`src/rtl/xb_result_collector.sv`:
```
// xb_result_collector
//   Collects the six 16-bit results that each wavelet filter lane delivers
//   with its lane_finish pulse, keeps them in a per-lane holding slot, and
//   serialises the slots round-robin as 6-word frames on one valid/ready
//   stream that feeds the DDR write FIFO.
//
// Ports
//   phy_clk_0    in   sole clock, rising edge
//   reset        in   asynchronous, active-low
//   lane_data    in   lane i at [i*6*DW +: 6*DW], word k at [k*DW +: DW]
//   lane_finish  in   1-cycle pulse per lane, lane_data valid in that cycle
//   out_data     out  current frame word (registered)
//   out_valid    out  out_data valid
//   out_ready    in   sink accepts when out_valid && out_ready
//   out_sop      out  high with word 0 of a frame
//   out_eop      out  high with word 5 of a frame
//   out_lane     out  source lane of the current frame
//   pending      out  slot i holds an unsent frame
//   overrun      out  sticky: lane i finished while its slot was pending
//
// Build option XB_COLLECT_STAT_EN adds two wrapping 16-bit counters:
//   frame_cnt    out  accepted eop words
//   drop_cnt     out  lane results dropped by overrun (summed per cycle)
module xb_result_collector #(
  parameter int NUM_LANE = 8,
  parameter int LANE_W   = 3,
  parameter int DW       = 16
) (
  input  logic                     phy_clk_0,
  input  logic                     reset,
  input  logic [NUM_LANE*6*DW-1:0] lane_data,
  input  logic [NUM_LANE-1:0]      lane_finish,
  output logic [DW-1:0]            out_data,
  output logic                     out_valid,
  input  logic                     out_ready,
  output logic                     out_sop,
  output logic                     out_eop,
  output logic [LANE_W-1:0]        out_lane,
  output logic [NUM_LANE-1:0]      pending,
  output logic [NUM_LANE-1:0]      overrun
`ifdef XB_COLLECT_STAT_EN
  ,
  output logic [15:0]              frame_cnt,
  output logic [15:0]              drop_cnt
`endif
);

  typedef enum logic {IDLE, SEND} state_t;

  state_t              state, state_nxt;
  logic [DW-1:0]       slot [NUM_LANE][6];
  logic [2:0]          w;
  logic [LANE_W-1:0]   rr_ptr;
  logic [LANE_W-1:0]   grant;
  logic                grant_vld;
  logic                accept;
  logic                eop_acc;
  logic [NUM_LANE-1:0] completing;
  logic [NUM_LANE-1:0] capture;
  logic [NUM_LANE-1:0] drop;

  // First pending lane at or after rr_ptr; the LANE_W-bit add wraps modulo NUM_LANE.
  always_comb begin
    grant     = rr_ptr;
    grant_vld = 1'b0;
    for (int unsigned i = 0; i < NUM_LANE; i++) begin
      if (!grant_vld && pending[rr_ptr + LANE_W'(i)]) begin
        grant     = rr_ptr + LANE_W'(i);
        grant_vld = 1'b1;
      end
    end
  end

  // A slot whose eop word is accepted this edge is free again, so a finish
  // arriving on that same edge is captured rather than counted as an overrun.
  always_comb begin
    accept     = out_valid && out_ready;
    eop_acc    = (state == SEND) && accept && (w == 3'd5);
    completing = '0;
    for (int unsigned i = 0; i < NUM_LANE; i++) begin
      completing[i] = eop_acc && (out_lane == LANE_W'(i));
    end
    capture = lane_finish & (~pending | completing);
    drop    = lane_finish & pending & ~completing;
  end

  always_ff @(posedge phy_clk_0 or negedge reset) begin
    if (!reset) state <= IDLE;
    else        state <= state_nxt;
  end

  always_comb begin
    state_nxt = state;
    case (state)
      IDLE:    if (grant_vld) state_nxt = SEND;
      SEND:    if (eop_acc)   state_nxt = IDLE;
      default: state_nxt = IDLE;
    endcase
  end

  // Slot contents need no reset: pending is cleared on reset, which discards them.
  always_ff @(posedge phy_clk_0) begin
    for (int unsigned i = 0; i < NUM_LANE; i++) begin
      if (capture[i]) begin
        for (int unsigned k = 0; k < 6; k++) begin
          slot[i][k] <= lane_data[(i*6 + k)*DW +: DW];
        end
      end
    end
  end

  always_ff @(posedge phy_clk_0 or negedge reset) begin
    if (!reset) begin
      out_data  <= '0;
      out_valid <= 1'b0;
      out_sop   <= 1'b0;
      out_eop   <= 1'b0;
      out_lane  <= '0;
      w         <= '0;
      rr_ptr    <= '0;
      pending   <= '0;
      overrun   <= '0;
    end else begin
      pending <= (pending & ~completing) | capture;
      overrun <= overrun | drop;
      case (state)
        IDLE: begin
          if (grant_vld) begin
            out_lane  <= grant;
            w         <= '0;
            out_valid <= 1'b1;
            out_sop   <= 1'b1;
            out_eop   <= 1'b0;
            out_data  <= slot[grant][0];
          end
        end
        SEND: begin
          if (accept) begin
            if (w < 3'd5) begin
              w        <= w + 3'd1;
              out_sop  <= 1'b0;
              out_eop  <= (w == 3'd4);
              out_data <= slot[out_lane][w + 3'd1];
            end else begin
              out_valid <= 1'b0;
              out_eop   <= 1'b0;
              rr_ptr    <= out_lane + LANE_W'(1);
            end
          end
        end
        default: ;
      endcase
    end
  end

`ifdef XB_COLLECT_STAT_EN
  always_ff @(posedge phy_clk_0 or negedge reset) begin
    if (!reset) begin
      frame_cnt <= '0;
      drop_cnt  <= '0;
    end else begin
      frame_cnt <= frame_cnt + {15'd0, eop_acc};
      drop_cnt  <= drop_cnt + 16'($countones(drop));
    end
  end
`endif

endmodule

```
`config.mk`:
```
export PLATFORM = sky130hd
export DESIGN_NAME = xb_result_collector
export DESIGN_NICKNAME = d
export VERILOG_FILES = /design/src/rtl/xb_result_collector.sv
export SDC_FILE = /design/constraint.sdc
export NUM_CORES = 1
export LEC_CHECK = 0
export BUFFER_PORTS_ARGS = -buffer_cell sky130_fd_sc_hd__buf_2
export CAP_MARGIN = 10
export CORE_AREA = 10 10 308 310
export DETAILED_ROUTE_END_ITERATION = 7
export DIE_AREA = 0 0 318 320
export GPL_TIMING_DRIVEN = 0
export SYNTH_ARGS = -nofsm -noshare
export SYNTH_HDL_FRONTEND = slang
export SYNTH_SLANG_ARGS = --single-unit
```
`constraint.sdc`:
```
create_clock -name phy_clk_0 -period 6.7 [get_ports phy_clk_0]
set_input_delay 1.34 -clock phy_clk_0 [delete_from_list [all_inputs] [get_ports phy_clk_0]]
set_output_delay 1.34 -clock phy_clk_0 [all_outputs]
set_load 0.02 [all_outputs]
```
==> flow_summary.toml, run 1 <==
[cts]
cts_tree = "done"
cts.sinks = 813
clockRootBuffer = "clkbuf_16"
clkTransAtPathRegs_ps = 60
cts.repair.resized = 0
insertion_delay_ps = 680
cts_buffers = 90
cts_hold_repair.buffers = 0
htreeDepth = 3
cts_setup_buffers = 0
clockBufferDepth = 3

[sta]
tns_ps = 0
drv_slew = 0
rsz0062_at_grt = "no"
fin_ws_ps = 1277
period_needed_ps = 5423
slew_headroom = 0.1921
tightest_slew_ps = 1212
finClkSkew_ps = 24.93
min_period_over_period = 0.8094
hold_viol_final = 0
setup_viol = 0
whs_ps = 473.0
max_freq_mhz = 184.4

[synthesis]
avgSynthCellArea_um2 = 21.93
synth_nets = 2305
ys_async_sr_fraction = 0.05535
synth_cell_types = 62
synth_edf_count = 768
netlist_area_um2 = 33220
syn_inst = 1515
synth_ff_type = "edfxtp_1"
yosys_warnings = 0
synth-seq-cells = 813
synth.area.top_cells = "edfxtp_1 69%, mux4_2 17%, dfrtp_1 3.4%"
synth_top_area_share = 0.6942
seq_area_frac_synth = 0.7281
yosysTopAreaCell = "edfxtp_1"

[floorplanning]
die-area_um2 = 101800
initial_utilization = 0.3765
die_h_um = 320
design.core.area_um2 = 88240
die_w_um = 318
design.portCount = 817
std_cell_rows = 109

[global_route]
antenna_found_initial = 72
grt_usage = 0.2541
grt_pass1_vias = 22220
grt_max_degree = 47
grt-ovfl-total = 0
grt_pass1_wl_mm = 178.9

[place]
io_buffers = 816
dpl.cell_count = 3523
placed_area_um2 = 39400
post-dp-hpwl_mm = 102.2
finalWeightedCongestion = 0.8810
post-place-ws_ps = 1209

[drt]
viasPerCell = 5.510
drc = 0
drt.antenna.violating_nets = 0
post_drt_wl_per_cell_um = 35.77
routed_wl_mm = 133.4
drt_iter0_drc = 2446
firstDrtPassIters = 5
vias = 20550

[power_and_ir_drop]
worst_ir_drop_vdd_uv = 271.0
power.static_leakage_nw = 15.16
p_per_area_nw_per_um2 = 376.8
power_mw = 16.03

[layout]
area_delta_synth_final_pct = 28.07
final_cells = 3730
drive_gt1_frac = 0.5168
final_area_um2 = 42550
nets = 3248
finish.utilization = 0.4822

[critical_path]
critPathCaptureType = "flip-flop"
cp_data_required_time_ps = 7100
critPathArrivalTime_ps = 5820
start_kind = "flip-flop"
path_max_fanout = 24
worstSetupPathType = "flip-flop to flip-flop"

[status]
status = "completed"

[worst_hold_path]
hold_class = "flip-flop to flip-flop"

[flow_run]
timing.max_cap.violations = 0
==> cells by family after synthesis <==
kind of cell             count (synthesis)  synth area share
flip-flops                             813            0.7281
adder cells (fa/ha/maj)                 11          0.004143
multiplexers                           383            0.2137
AND/OR/NAND/NOR                        112           0.01699
AO/OA/AOI/OAI                           95           0.02184
XOR/XNOR                                 4          0.001507
buffers and inverters                   97           0.01375
==> worst paths after layout <==
kind	startpoint	endpoint	slack, ps	depth (start not counted)
min reg2reg	overrun[1]$_DFF_PN0_	overrun[1]$_DFF_PN0_	470	1
min	overrun[1]$_DFF_PN0_	overrun[1]$_DFF_PN0_	470	1
max reg2reg	out_lane[0]$_DFFE_PN0P_	slot[4][23]$_DFFE_PP_	1280	10
min in group asynchronous	reset	out_data[4]$_DFFE_PN0P_	640	1
max	out_lane[0]$_DFFE_PN0P_	slot[4][23]$_DFFE_PP_	1280	10
max in group asynchronous	reset	pending[6]$_DFF_PN0_	5490	2
==> cells in the final DEF, fill, tap and decap left out, types with 18 or more instances in the layout <==
| cell | netlist | final |
|---|---|---|
| buf_2 | 7 | 825 |
| clkbuf_1 | 53 | 71 |
| clkbuf_16 | 0 | 94 |
| clkinv_1 | 3 | 21 |
| dfrtp_1 | 45 | 45 |
| diode_2 | 0 | 36 |
| edfxtp_1 | 768 | 768 |
| mux2_1 | 18 | 18 |
| mux2i_1 | 89 | 89 |
| mux4_2 | 253 | 253 |
| nand2_1 | 38 | 38 |
| nand3_1 | 26 | 26 |
| o21ai_0 | 26 | 26 |
==> synth_stat cells, drive strengths merged, types with 7 or more instances <==
cell / count
o21ai: 27
inv: 8
ha: 11
nand3: 26
edfxtp: 768
a21oi: 8
nand2b: 7
mux2i: 91
o22ai: 17
mux2: 39
mux4: 253
nand2: 38
a221oi: 16
buf: 33
dfrtp: 45
nor2: 12
clkbuf: 53
==> registers in the layout, indices dropped and copies added, names as in the netlist <==
| register | flops |
|---|---|
| out_data | 16 |
| out_eop | 1 |
| out_lane | 3 |
| out_sop | 1 |
| out_valid | 1 |
| overrun | 8 |
| pending | 8 |
| rr_ptr | 3 |
| slot | 768 |
| state | 1 |
| w | 3 |
==> critical path: stages (launching register included) <==
cell	delay (ps)
dfrtp_1	490
clkbuf_1	480
buf_1	930
buf_2	690
clkbuf_1	680
inv_1	190
ha_1	280
a21boi_0	570
nor2b_4	280
buf_12	250
buf_12	190
==> per-layer routing <==
layer,part of all wire,up-vias,track usage
li1,-,8401,-
met1,0.38,10740,0.3118
met2,0.51,1175,0.4338
met3,0.083,203,0.06842
met4,0.024,34,0.07995
met5,0.0014,-,0
==> cell type report <==
class                   count  area (um^2)
repair buffers            851         4805
well taps                1165         1458
plain buffers              86        419.2
clock inverters            48        476.7
flip-flops and latches    813        24190
clock buffers             115         2451
fillers                  7456        45690
multi-input cells         605         8618
diodes                     36        90.09
inverters                  11        41.29
==> where the power goes <==
part	total, mW	leakage [nW]	switching [mW]	internal (mW)
clock network	4.92	1.41	2.06	2.86
logic	5.32	6.36	3.07	2.26
registers	5.78	7.38	0.0884	5.69
(Power assumes the default switching activity.)
==> inputs of run 2 (changes only) <==
clock period = 4.4 ns   (was 6.7 ns; I/O delays follow)
==> flow_summary.toml, run 2 (same netlist as run 1, synthesis figures left out) <==
[sta]
finClkSkew_ps = 27.95
rsz0062_at_grt = "no"
max_freq_mhz = 233.0
min_period_over_period = 0.9752
fin_ws_ps = 109.0
setup_viol = 0
tns_ps = 0
hold_viol_final = 0
whs_ps = 143.4
period_needed_ps = 4291
drv_slew = 0
tightest_slew_ps = 1258
slew_headroom = 0.1611

[power_and_ir_drop]
p_per_area_nw_per_um2 = 573.1
power.static_leakage_nw = 15.20
worst_ir_drop_vdd_uv = 457.3
power_mw = 24.41

[cts]
cts_tree = "done"
clockBufferDepth = 3
cts.sinks = 813
clockRootBuffer = "clkbuf_16"
cts_buffers = 89
htreeDepth = 3
cts.repair.resized = 30
cts_setup_buffers = 0
insertion_delay_ps = 670
cts_hold_repair.buffers = 0
clkTransAtPathRegs_ps = 70

[critical_path]
reg2reg_from = "out_lane[0]$_DFFE_PN0P_"
crit_cells = 10
endpoint = "slot[4][0]$_DFFE_PP_"
start_kind = "flip-flop"
crit_chain = "clkbuf_2, clkbuf_4, buf_4, clkbuf_2, inv_1, ha_1, a21boi_0, nor2b_4, buf_12, buf_12"
critPathArrivalTime_ps = 4700
critPathMaxStageDelay_ps = 550
r2r-end = "slot[4][0]$_DFFE_PP_"
crit_slowest_cell = "a21boi_0"
cp_num_buf_inv = 7
worst_path_dominant_cell_family = "buffers and inverters"
startpoint = "out_lane[0]$_DFFE_PN0P_"
path_max_fanout = 22
worstSetupPathType = "flip-flop to flip-flop"
critPathCaptureType = "flip-flop"
rrSetupSlack_ps = 110
rr_worst_depth = 10
cp_data_required_time_ps = 4810

[global_route]
grt-ovfl-total = 0
antenna_found_initial = 60
grt_usage = 0.2520
grt_pass1_vias = 22110
grt_pass1_wl_mm = 178.3
grt_max_degree = 49

[place]
post-dp-hpwl_mm = 101.5
io_buffers = 816
post-place-ws_ps = -1351
finalWeightedCongestion = 0.8861
dpl.cell_count = 3521

[layout]
final_cells = 3722
drive_gt1_frac = 0.5279
regMostFlops = "slot"
final_cell_mix = "820 x buf_2, 768 x edfxtp_1, 253 x mux4_2, 91 x clkbuf_16, 89 x mux2i_1"
nets = 3240
n_fill_cell = 7393
top_regs = "slot x768, out_data x16"
area_delta_synth_final_pct = 28.22
largest_reg_flops = 768
layout_commonest_cell = "buf_2"

[floorplanning]
die_h_um = 320
die-area_um2 = 101800
die_w_um = 318
design.core.area_um2 = 88240
initial_utilization = 0.3765
std_cell_rows = 109
design.portCount = 817

[drt]
viasPerCell = 5.528
routed_wl_mm = 131.8
drc = 0
firstDrtPassIters = 5
drt.antenna.violating_nets = 0
drt_iter0_drc = 2578
post_drt_wl_per_cell_um = 35.41
vias = 20580

[status]
status = "completed"

[worst_hold_path]
hold_class = "input pin to async pin"

[flow_run]
timing.max_cap.violations = 0
[run 2: worst min path at each step]
| stage | end | slack [ps] | depth (start not counted) |
|---|---|---|---|
| after floorplan | state$_DFF_PN0_ | 520 | 2 |
| after CTS | slot[7][86]$_DFFE_PP_ | 340 | 1 |
| after detailed placement | overrun[4]$_DFF_PN0_ | 450 | 1 |
| after global routing | out_data[7]$_DFFE_PN0P_ | 130 | 1 |
| after global placement | overrun[4]$_DFF_PN0_ | 440 | 1 |
| final | out_data[7]$_DFFE_PN0P_ | 140 | 1 |
[run 2: worst register-to-register path: cells and delay by family, from the launching register on]
kind                       cells  cell delay (ps)
buffers and inverters          7             2380
AOI/OAI and AO/OA              1              550
DFF                            1              470
and+or+nand+nor                1              350
adders and majority gates      1              250
[run 2: final cells by class]
| type | count | area, um^2 | share of cell area |
|---|---|---|---|
| tap | 1165 | 1458 | 0.03422 |
| inverter | 11 | 45.04 | 0.001057 |
| multi-input combinational | 605 | 8632 | 0.2027 |
| sequential | 813 | 24190 | 0.5679 |
| clock buffer | 102 | 2318 | 0.05443 |
| clock inverter | 62 | 605.6 | 0.01422 |
| antenna | 34 | 85.08 | 0.001997 |
| buffer | 83 | 506.7 | 0.01190 |
| timing repair buffer | 847 | 4756 | 0.1117 |
[run 2: through the flow]
step                      area [um^2]    util
final                           42590  0.4827
after global routing            42580  0.4825
after CTS                       42380  0.4803
after detailed placement        39390  0.4464
after global placement          38790  0.4396
after floorplan                 33250       -
[run 2: metal layers]
metal / track usage / share of wire / vias up
met5: 0 / 0.0015 / -
met4: 0.07755 / 0.026 / 30
met3: 0.06212 / 0.080 / 209
met2: 0.4286 / 0.51 / 1183
met1: 0.3150 / 0.38 / 10770
li1: - / - / 8383
[run 2: where the power goes]
part | total [mW] | internal (mW) | switching (mW)
registers | 8.80 | 8.67 | 0.133
clock network | 7.50 | 4.34 | 3.16
logic | 8.11 | 3.45 | 4.66
total | 24.4 | 16.5 | 7.95
==> inputs of run 3 (changes only) <==
CELL_PAD_IN_SITES_DETAIL_PLACEMENT = 1   (was unset)
CELL_PAD_IN_SITES_GLOBAL_PLACEMENT = 2   (was unset)
CORE_AREA = 10 10 315 317   (was 10 10 308 310)
DIE_AREA = 0 0 325 327   (was 0 0 318 320)
PLACE_DENSITY_LB_ADDON = 0.1   (was unset)
==> flow_summary.toml, run 3 (same netlist as run 1, synthesis figures left out) <==
[layout]
top_regs = "slot x768, out_data x16"
largest_reg_flops = 768
n_fill_cell = 9012
multi_input_area_um2 = 8636
nets = 3249
area_delta_synth_final_pct = 28.91
seqCellArea_um2 = 24190
final_cell_mix = "823 x buf_2, 768 x edfxtp_1, 253 x mux4_2, 92 x clkbuf_16, 89 x mux2i_1"
drive_gt1_frac = 0.5260
final_area_um2 = 42830
layout_commonest_cell = "buf_2"
regMostFlops = "slot"

[status]
status = "completed"

[power_and_ir_drop]
worst_ir_drop_vdd_uv = 329.4
p_seq_frac = 0.358
p_clk_frac = 0.310
p_sw_mw = 8.125
swShare = 0.3298
p_comb_frac = 0.333
power.static_leakage_nw = 15.27
p_per_area_nw_per_um2 = 575.2
p_int_mw = 16.51

[drt]
vias = 20370
drt.antenna.violating_nets = 0
post_drt_wl_per_cell_um = 36.96
firstDrtPassIters = 5
drt_iter0_drc = 1847
viasPerCell = 5.326
drc = 0
routed_wl_mm = 141.3

[cts]
htreeDepth = 3
cts_buffers = 92
cts_tree = "done"
clockRootBuffer = "clkbuf_16"
insertion_delay_ps = 680
cts.sinks = 813
cts_setup_buffers = 0
clockBufferDepth = 3
clkTransAtPathRegs_ps = 70

[sta]
max_freq_mhz = 234.0
hold_viol_final = 0
period_needed_ps = 4273
tightest_slew_ps = 1266
setup_viol = 0
drv_slew = 0
rsz0062_at_grt = "no"
min_period_over_period = 0.9711
finClkSkew_ps = 21.72
slew_headroom = 0.1558
fin_ws_ps = 127.2

[global_route]
grt_pass1_wl_mm = 190.2
grt_pass1_vias = 22800
grt_usage = 0.2602
grt_max_degree = 48
grt-ovfl-total = 0
antenna_found_initial = 101

[critical_path]
start_kind = "flip-flop"
worst_path_dominant_cell_family = "multiplexers"
crit_chain = "buf_6, buf_6, inv_1, ha_1, mux4_2, and4b_1, or4_1, a31oi_2, xnor2_2, buf_2, mux2_1, a221oi_1"
cp_common_cell = "buf_6"
cp_data_required_time_ps = 4970
worstSetupPathType = "flip-flop to flip-flop"
critPathCaptureType = "flip-flop"
path_max_fanout = 10
critPathMaxStageDelay_ps = 600
crit_slowest_cell = "or4_1"
critPathArrivalTime_ps = 4840
cp_num_buf_inv = 4

[floorplanning]
design.portCount = 817
initial_utilization = 0.3581
std_cell_rows = 112
die-area_um2 = 106300
die_h_um = 327
die_w_um = 325
design.core.area_um2 = 92770

[place]
placed_area_um2 = 39640
post-place-ws_ps = -1399
io_buffers = 816
finalWeightedCongestion = 0.8413
post-dp-hpwl_mm = 109.4

[worst_hold_path]
hold_class = "input pin to async pin"

[flow_run]
timing.max_cap.violations = 0
[run 3: path summary, 6_finish.rpt]
check	start	to	slack, ps	cells past startpoint
max in group asynchronous	reset	rr_ptr[1]$_DFFE_PN0P_	3460	2
setup / recovery	rr_ptr[0]$_DFFE_PN0P_	out_data[2]$_DFFE_PN0P_	130	12
setup reg to reg	rr_ptr[0]$_DFFE_PN0P_	out_data[2]$_DFFE_PN0P_	130	12
min in group phy_clk_0	lane_data[379]	slot[3][11]$_DFFE_PP_	370	1
hold reg to reg	overrun[7]$_DFF_PN0_	overrun[7]$_DFF_PN0_	470	1
hold / removal	reset	overrun[4]$_DFF_PN0_	310	1
[run 3: per-stage QoR]
step                      power (mW)  utilization  hold slack, ps  cells  TNS (ps)
after CTS                      24.95       0.4602           304.9   3786         0
after global placement         17.08       0.4193           437.3   3585  -1990040
after detailed placement       17.25       0.4273           447.3   3617   -363510
final                          24.63       0.4616           307.7   3824         0
after floorplan                13.63            -           519.8   1515         0
after global routing           25.60       0.4612           322.7   3808         0
[run 3: timing repair]
action	CTS	global route
resized for setup	32	19
hold buffers	0	0
setup endpoints to repair	584	33
[run 3: cell type report]
class / instances / share of cell area
sequential: 813 / 0.5648
clock buffer: 111 / 0.05566
timing repair buffer: 851 / 0.1132
inverter: 11 / 0.001023
antenna: 36 / 0.002104
multi-input combinational: 605 / 0.2016
clock inverter: 58 / 0.01382
tap: 1254 / 0.03664
buffer: 85 / 0.01104
[run 3: power by group through the flow]
stage | logic, mW | clock network (mW) | registers [mW]
6_report | 8.19 | 7.63 | 8.81
3_3_place_gp | 8.11 | 0 | 8.97
2_1_floorplan | 4.60 | 0 | 9.04
4_1_cts | 8.36 | 7.79 | 8.81
5_1_grt | 8.66 | 8.11 | 8.83
3_5_place_dp | 8.28 | 0 | 8.97
[run 3: metal layers]
| layer | wire length, um | vias up | global-route usage | share of wire |
|---|---|---|---|---|
| met5 | 244 | - | 0 | 0.0017 |
| met1 | 54100 | 10740 | 0.3106 | 0.38 |
| met4 | 3464 | 42 | 0.06175 | 0.025 |
| met2 | 74150 | 915 | 0.4688 | 0.52 |
| li1 | - | 8402 | - | - |
| met3 | 9372 | 267 | 0.06416 | 0.066 |
[run 3: worst reg2reg max path: cells and delay by family, from the launching register on]
family                   cells  cell delay, ps
adder cells (fa/ha/maj)      1             360
AND/OR/NAND/NOR              2             810
buffers and inverters        4             870
multiplexers                 2            1000
flip-flops                   1             370
AO/OA/AOI/OAI                2             550
XOR/XNOR                     1             200
